[src/rtl/id_ex_pipe.sv]
// ID/EX pipeline register between decode and execute.
// Carries the decoded instruction across a valid/ready boundary. While an
// instruction is held, it also refreshes its register operands from the
// writeback port.
// Optional build macro ID_EX_SKID_EN adds a skid entry behind the output
// entry, so that in_ready is a flop and does not depend combinationally
// on out_ready.
//
// Handshake: a transfer happens on a rising edge where valid && ready are
// both high. in_valid/in_* and out_valid/out_* are held by their producer
// until that transfer. flush beats every other transfer in its cycle.

package riscv_pkg;
  parameter int XLEN           = 32;
  parameter int REG_ADDR_WIDTH = 5;
endpackage

module id_ex_pipe
  import riscv_pkg::*;
#(
  parameter int CTRL_W = 16
) (
  input  logic                      clk,
  input  logic                      reset,
  input  logic                      in_valid,
  output logic                      in_ready,
  input  logic [XLEN-1:0]           in_pc,
  input  logic [XLEN-1:0]           in_imm,
  input  logic [XLEN-1:0]           in_rs1_data,
  input  logic [XLEN-1:0]           in_rs2_data,
  input  logic [REG_ADDR_WIDTH-1:0] in_rs1_addr,
  input  logic [REG_ADDR_WIDTH-1:0] in_rs2_addr,
  input  logic [REG_ADDR_WIDTH-1:0] in_rd,
  input  logic                      in_rd_wen,
  input  logic [CTRL_W-1:0]         in_ctrl,
  input  logic                      flush,
  input  logic                      wb_wen,
  input  logic [REG_ADDR_WIDTH-1:0] wb_rd,
  input  logic [XLEN-1:0]           wb_data,
  output logic                      out_valid,
  input  logic                      out_ready,
  output logic [XLEN-1:0]           out_pc,
  output logic [XLEN-1:0]           out_imm,
  output logic [XLEN-1:0]           out_rs1_data,
  output logic [XLEN-1:0]           out_rs2_data,
  output logic [REG_ADDR_WIDTH-1:0] out_rs1_addr,
  output logic [REG_ADDR_WIDTH-1:0] out_rs2_addr,
  output logic [REG_ADDR_WIDTH-1:0] out_rd,
  output logic                      out_rd_wen,
  output logic [CTRL_W-1:0]         out_ctrl
);

  typedef struct packed {
    logic [XLEN-1:0]           pc;
    logic [XLEN-1:0]           imm;
    logic [XLEN-1:0]           rs1_data;
    logic [XLEN-1:0]           rs2_data;
    logic [REG_ADDR_WIDTH-1:0] rs1_addr;
    logic [REG_ADDR_WIDTH-1:0] rs2_addr;
    logic [REG_ADDR_WIDTH-1:0] rd;
    logic                      rd_wen;
    logic [CTRL_W-1:0]         ctrl;
  } entry_t;

  entry_t in_entry;
  entry_t out_q;
  logic   out_valid_q;
  logic   accept;
  logic   wb_hit;

  // x0 is never written, so a write enable aimed at it is dropped here.
  always_comb begin
    in_entry          = '0;
    in_entry.pc       = in_pc;
    in_entry.imm      = in_imm;
    in_entry.rs1_data = in_rs1_data;
    in_entry.rs2_data = in_rs2_data;
    in_entry.rs1_addr = in_rs1_addr;
    in_entry.rs2_addr = in_rs2_addr;
    in_entry.rd       = in_rd;
    in_entry.rd_wen   = in_rd_wen && (in_rd != '0);
    in_entry.ctrl     = in_ctrl;
  end

  assign wb_hit = wb_wen && (wb_rd != '0);

  // A held entry picks up a writeback to either source register.
  // rs1 and rs2 are checked separately, so both update when they name
  // the same register.
  function automatic entry_t refresh(input entry_t e);
    entry_t r;
    r = e;
    if (wb_hit && (wb_rd == e.rs1_addr)) r.rs1_data = wb_data;
    if (wb_hit && (wb_rd == e.rs2_addr)) r.rs2_data = wb_data;
    return r;
  endfunction

`ifdef ID_EX_SKID_EN
  entry_t skid_q;
  logic   skid_valid_q;
  logic   in_ready_q;

  assign in_ready = in_ready_q;
  assign accept   = in_valid && in_ready_q;

  // Output entry plus skid entry. The skid entry fills only while the
  // output entry is stalled. When the output frees up, the skid entry
  // moves forward on that same edge.
  always_ff @(posedge clk) begin
    if (reset) begin
      out_valid_q  <= 1'b0;
      out_q        <= '0;
      skid_valid_q <= 1'b0;
      skid_q       <= '0;
      in_ready_q   <= 1'b1;
    end else if (flush) begin
      out_valid_q  <= 1'b0;
      skid_valid_q <= 1'b0;
      in_ready_q   <= 1'b1;
    end else if (!out_valid_q || out_ready) begin
      if (skid_valid_q) begin
        out_valid_q  <= 1'b1;
        out_q        <= refresh(skid_q);
        skid_valid_q <= 1'b0;
        in_ready_q   <= 1'b1;
      end else if (accept) begin
        out_valid_q <= 1'b1;
        out_q       <= in_entry;
      end else begin
        out_valid_q <= 1'b0;
      end
    end else begin
      out_q <= refresh(out_q);
      if (accept) begin
        skid_q       <= in_entry;
        skid_valid_q <= 1'b1;
        in_ready_q   <= 1'b0;
      end else if (skid_valid_q) begin
        skid_q <= refresh(skid_q);
      end
    end
  end
`else
  assign in_ready = !out_valid_q || out_ready;
  assign accept   = in_valid && in_ready;

  // Single entry. An accept replaces the entry, including an entry that
  // issues on the same edge, so back-to-back instructions leave no bubble.
  always_ff @(posedge clk) begin
    if (reset) begin
      out_valid_q <= 1'b0;
      out_q       <= '0;
    end else if (flush) begin
      out_valid_q <= 1'b0;
    end else if (accept) begin
      out_valid_q <= 1'b1;
      out_q       <= in_entry;
    end else begin
      if (out_valid_q && out_ready) out_valid_q <= 1'b0;
      if (out_valid_q) out_q <= refresh(out_q);
    end
  end
`endif

  assign out_valid    = out_valid_q;
  assign out_pc       = out_q.pc;
  assign out_imm      = out_q.imm;
  assign out_rs1_data = out_q.rs1_data;
  assign out_rs2_data = out_q.rs2_data;
  assign out_rs1_addr = out_q.rs1_addr;
  assign out_rs2_addr = out_q.rs2_addr;
  assign out_rd       = out_q.rd;
  assign out_rd_wen   = out_q.rd_wen;
  assign out_ctrl     = out_q.ctrl;

endmodule

[config.mk]
export PLATFORM = sky130hd
export DESIGN_NAME = id_ex_pipe
export DESIGN_NICKNAME = d
export VERILOG_FILES = /design/src/rtl/id_ex_pipe.sv
export SDC_FILE = /design/constraint.sdc
export NUM_CORES = 1
export LEC_CHECK = 0
export ABC_AREA = 1
export BUFFER_PORTS_ARGS = -buffer_cell sky130_fd_sc_hd__buf_2
export CORE_AREA = 2 2 143 145
export CTS_BUF_LIST = sky130_fd_sc_hd__clkbuf_8
export DETAILED_ROUTE_END_ITERATION = 8
export DIE_AREA = 0 0 145 147
export GPL_ROUTABILITY_DRIVEN = 0
export PLACE_DENSITY = 0.76
export SLEW_MARGIN = 20
export SYNTH_ARGS = -nofsm -noshare
export SYNTH_HDL_FRONTEND = slang
export SYNTH_SLANG_ARGS = --single-unit
[constraint.sdc]
create_clock -name clk -period 1.8 [get_ports clk]
set_input_delay 0.18 -clock clk [delete_from_list [all_inputs] [get_ports clk]]
set_output_delay 0.18 -clock clk [all_outputs]
set_load 0.01 [all_outputs]
; Word-level counts from Yosys, hierarchy flattened
; Cells that the tools add are included.
; Widths: inputs -> output; s select.
[classes]
n_eq_ne = 2
mux = 6
bitwise_logic = 1
n_reduce_logical = 18
[op_table]
columns = cell, count
row1 = $mux 160, 1
row2 = $mux 96, 1
row3 = $mux 32, 2
row4 = $eq 5x5->1, 2
row5 = $reduce_bool 5->1, 2
row6 = $reduce_bool 2->1, 4
row7 = $logic_and 1x1->1, 6
row8 = $reduce_and 3->1, 2
row9 = $mux 1, 2
row10 = $reduce_and 2->1, 1
row11 = $reduce_or 2->1, 1
row12 = $logic_not 1->1, 1
row13 = $logic_or 1x1->1, 1
row14 = $not 1->1, 1
[word_totals]
ff_bits = 161
out_inout_bits = 162
wordCells = 37

; Longest topological paths before layout
[logic_depth]
ltp_word = 6
mapped_depth = 11
depth_no_buf = 10

; Worst setup path after synthesis
; No wires, ideal clock.
[synth_timing]
path_type = register to register
start = register out_q, in the netlist out_rs2_addr[1]
end = register out_q, in the netlist out_rs2_data[23]
arrival_time_ns = 1.174
t_required_ns = 1.685
setup_slack_ns = 0.511
stages_incl_launch_ff = 10
n_path_buf = 1
synth_period_minus_slack_ns = 1.289
cell_sequence = dfxtp_1 xnor2_1 nand2_1 nor2_1 nand2_2 nand2_4 clkbuf_8 nand3_1 nand2_1 nor2_1
[synth_between]
elab_chain_cells = 4
[synth_rtl]
columns = element, line_no
row1 = start: declaration, 66  ; entry_t out_q;
row2 = start signal: assignment, 157  ; out_q <= in_entry;
row3 = start signal: assignment, 160  ; if (out_valid_q) out_q <= refresh(out_q);
row4 = $eq 5x5->1, 94  ; if (wb_hit && (wb_rd == e.rs2_addr)) r.rs2_data = wb_data;
row5 = $logic_and 1x1->1, 94
row6 = $reduce_bool 2->1 (no line), -
row7 = $reduce_and 3->1 (no line), -
; No other way between the ends.
; A chain may end at the register's enable or synchronous reset.

; Worst setup path after layout
[layout_timing]
start = register out_valid_q, in the netlist out_valid
end = register out_q, in the netlist out_imm[21]
[layout_between]
elab_chain_cells = 4
[layout_rtl]
columns = element, line_no
row1 = start: declaration, 67  ; logic out_valid_q;
row2 = start signal: assignment, 151  ; out_valid_q <= 1'b0;
row3 = start signal: assignment, 154  ; out_valid_q <= 1'b0;
row4 = start signal: assignment, 156  ; out_valid_q <= 1'b1;
row5 = $logic_not 1->1, 144  ; assign in_ready = !out_valid_q || out_ready;
row6 = $logic_or 1x1->1, 144
row7 = $logic_and 1x1->1, 145  ; assign accept = in_valid && in_ready;
row8 = $reduce_and 2->1 (no line), -
; No other way between the ends.

==> metrics.md <==
| Metric | Value |
|---|---|
| Status | finished, final reports clean |
| Via count | 8434 |
| CP endpoint kind | flop |
| Ports | 365 |
| Post-synthesis adder-cell area fraction | 0 |
| Met1 Use GR | 0.269 |
| FMAX | 623 MHz |
| Drt wl/cell | 14.2 um |
| CTS tree | yes |
| # diodes | 0 |
| Slew HR | 0.586 |
| Antenna viol nets, final | 0 |
| Fin Setup TNS | 0 ns |
| Synthesized cell area | 7190 um2 |
| Slowest-stage cell, CP | buf_6 |
| Clock sinks | 161 |
| Residual DRC | 0 |
| H-Tree Depth | 4 |
| Skew-Pair Late Insertion Delay | 0.45 ns |
| Number of flops mapped to enable cells by yosys | 0 |
| Synth warn | 0 |
| Int Pwr | 5.87 mW |
| Final setup skew | 0.0145 ns |
| Clk pwr share | 0.328 |
| Sw Share | 0.306 |
| Hold violation total from the final report | 0 |
| Worst Path Max Fanout | 94 |
| Max-Cap Viols | 0 |
| Area growth syn-to-layout | 47.7% |
| Sequential power share | 0.465 |
| Final HPWL DP | 16.6 mm |
| Cell total after placement | 1633 |
| Slew @ Worst Pin | 0.621 ns |
| Fin nets | 1680 |
| Crit-path cells | nand2_2 > nand2_4 > nor2_4 > buf_6 > o21ai_0 > nor2_1 |
| Final slew viol count | 0 |
| Leak Pwr | 5.67 nW |
| Area leader, netlist | dfxtp_1 |
| Die height | 147 um |
| Yosys cell types | 24 |
| Worst setup margin | 0.196 ns |
| CTS max path bufs | 2 |
| Gr ovfl total | 0 |
| Synth area leaders | dfxtp_1 45%, nor2_1 13%, nand3_1 9.0%, nand2_1 8.8%, o21ai_0 6.0% |
| Routed WL | 25.0 mm |
| Number of port buffers | 364 |
| DP Worst Slack | 0.0986 ns |
| Grt peak-use layer | met2 |
| CP Data Required Time | 2.17 ns |
| Total GRT Usage | 0.227 |
| Post-synth ARST share | 0 |
| Crit Path Class | flop to flop |
| Syn avg cell area | 6.85 um2 |
| Met3 Use GR | 0.0512 |
| Num CTS Buffers | 17 |
| XOR/XNOR share of the synthesized area | 0.00974 |
| Vias in the first global route | 8065 |
| Vias/cell | 4.79 |
| Post-route core utilization | 0.535 |
| CP max stage delay | 0.47 ns |
| Final worst path period share | 0.891 |
| 1st-pass router iterations | 5 |
| NetSw | 2.58 mW |
| FP Rows | 52 |
| RSZ-0062 raised after global routing | no |
| Core box area | 19800 um2 |
| HP Class | input pin to flop |
| Period minus WS final | 1.60 ns |
| Pwr/cell area | 796 nW/um2 |
| Final setup fails | 0 |
| Fraction of layout cells with a size suffix above 1 | 0.293 |
| Top cells by count, synth | 258 x nor2_1, 169 x nand2_1, 161 x dfxtp_1 |
| Comb power frac | 0.208 |
| Worst path arrival time | 1.97 ns |
| Largest family of logic cells by synthesized area | simple AND/OR/NAND/NOR gates |
| Ys flop type | dfxtp_1 |
| Detailed router's first-iteration violation count | 573 |
| Post-synthesis simple-gate area fraction | 0.323 |
| Seq cells post-synth | 161 |
| CP Launch Type | flop |
| Post-CTS Setup Bufs | 0 |
| Area of the die | 21300 um2 |
| Root Buffer | clkbuf_8 |
| Synth Area in Compound Gates | 0.117 |
| Initial core utilization | 0.362 |
| Antenna violations before repair | 1 |
| Top-area cell type share of the netlist area | 0.448 |
| Reg clk slew, reported paths | 0.09 ns |
| Post-synthesis mux area share | 0 |
| Worst path bufs/invs | 1 |
| Net count after synthesis | 1253 |
| Die X | 145 um |
| Final std cells w/o fill | 1759 |
| Met2 Use GR | 0.389 |
| First-pass GRT wire length | 39.6 mm |
| Count leader, synth | nor2_1 |
| Hold Slack | 0.0395 ns |
| VDD IR max | 0.429 mV |
| Syn Inst Count | 1050 |
| Crit path max-delay family | buffers and inverters |
| Sequential fraction of the synthesis area | 0.448 |
| Largest net degree at the start of global routing | 95 |
cell usage in the layout, fill, tap and decap left out:
cell type      count
a211oi_1           1
a21oi_1           65
a21oi_2            2
buf_12            12
buf_2            364
buf_4             16
buf_6              1
bufinv_16          2
clkbuf_8          17
clkinv_4           2
clkinv_8           1
clkinvlp_4         3
dfxtp_1          161
dlygate4sd3_1     95
inv_1             69
inv_2              1
inv_4              1
inv_6              4
inv_8              2
nand2_1          169
nand2_2            3
nand2_4            3
nand3_1          130
nor2_1           257
nor2_4             2
nor4_1             1
o21ai_0           86
o21ai_1           10
o21bai_1           1
xnor2_1            6
xor2_1             2
path summary, 6_finish.rpt:
path                                       start          endpoint  slack, ns  cells after the start
worst max-delay path                   out_valid       out_imm[21]       0.20                      6
worst min-delay path              in_rs1_addr[3]   out_rs1_addr[3]       0.04                      3
worst max register to register         out_valid       out_imm[21]       0.20                      6
worst min register to register  out_rs2_data[17]  out_rs2_data[17]       0.48                      2
final cells by class:
| type | instances | area, um2 |
|---|---|---|
| Clock buffer | 17 | 234 |
| Clock inverter | 14 | 174 |
| Fill cell | 1833 | 9220 |
| Inverter | 71 | 269 |
| Multi-Input combinational cell | 738 | 3240 |
| Sequential cell | 161 | 3220 |
| Tap cell | 270 | 338 |
| Timing Repair Buffer | 488 | 3140 |
flip-flops by register name (all words and copies together) (netlist names):
signal	count
out_valid	1
out_rd	5
out_rs2_addr	5
out_rs1_data	32
out_pc	32
out_rd_wen	1
out_imm	32
out_rs1_addr	5
out_rs2_data	32
out_ctrl	16
worst reg2reg max path: cells and delay by family (launching register included):
kind / cells / cell delay [ns]
compound gates: 1 / 0.27
flops: 1 / 0.33
simple gates: 4 / 0.45
buf+inv: 1 / 0.47
power by group through the flow:
stage                     registers [mW]  clock network (mW)  logic, mW
after detailed placement            4.00                   0       1.58
after global routing                3.95                2.99       1.94
after global placement              4.00                   0       1.55
final                               3.93                2.77       1.76
after floorplan                     4.10                   0      0.778
after CTS                           3.92                2.86       1.74
cells by family after synthesis:
kind of cell,after synthesis
and+or+nand+nor,565
DFF,161
AOI/OAI and AO/OA,165
xor gates and xnor gates,8
buffers and inverters,151
routing by layer:
metal	vias to the layer above	share of wire	wire length [um]
met5	-	0.00028	7
met4	2	0.043	1070
met3	66	0.079	1970
met2	380	0.48	11900
met1	3796	0.40	9980
li1	4190	-	-
metrics by stage:
stage / power, mW / instance area (um2)
after global routing: 8.89 / 10600
after detailed placement: 5.57 / 9260
after global placement: 5.55 / 9260
after floorplan: 4.88 / 7190
final: 8.46 / 10600
after CTS: 8.52 / 10600
repair_timing:
action | CTS | global route
hold buffers | 95 | 0
gates resized for setup | 0 | 1
endpoints found under the setup margin | 0 | 53
endpoints found under the hold margin | 95 | 0
No activity file was read; power rests on OpenSTA's default activity.
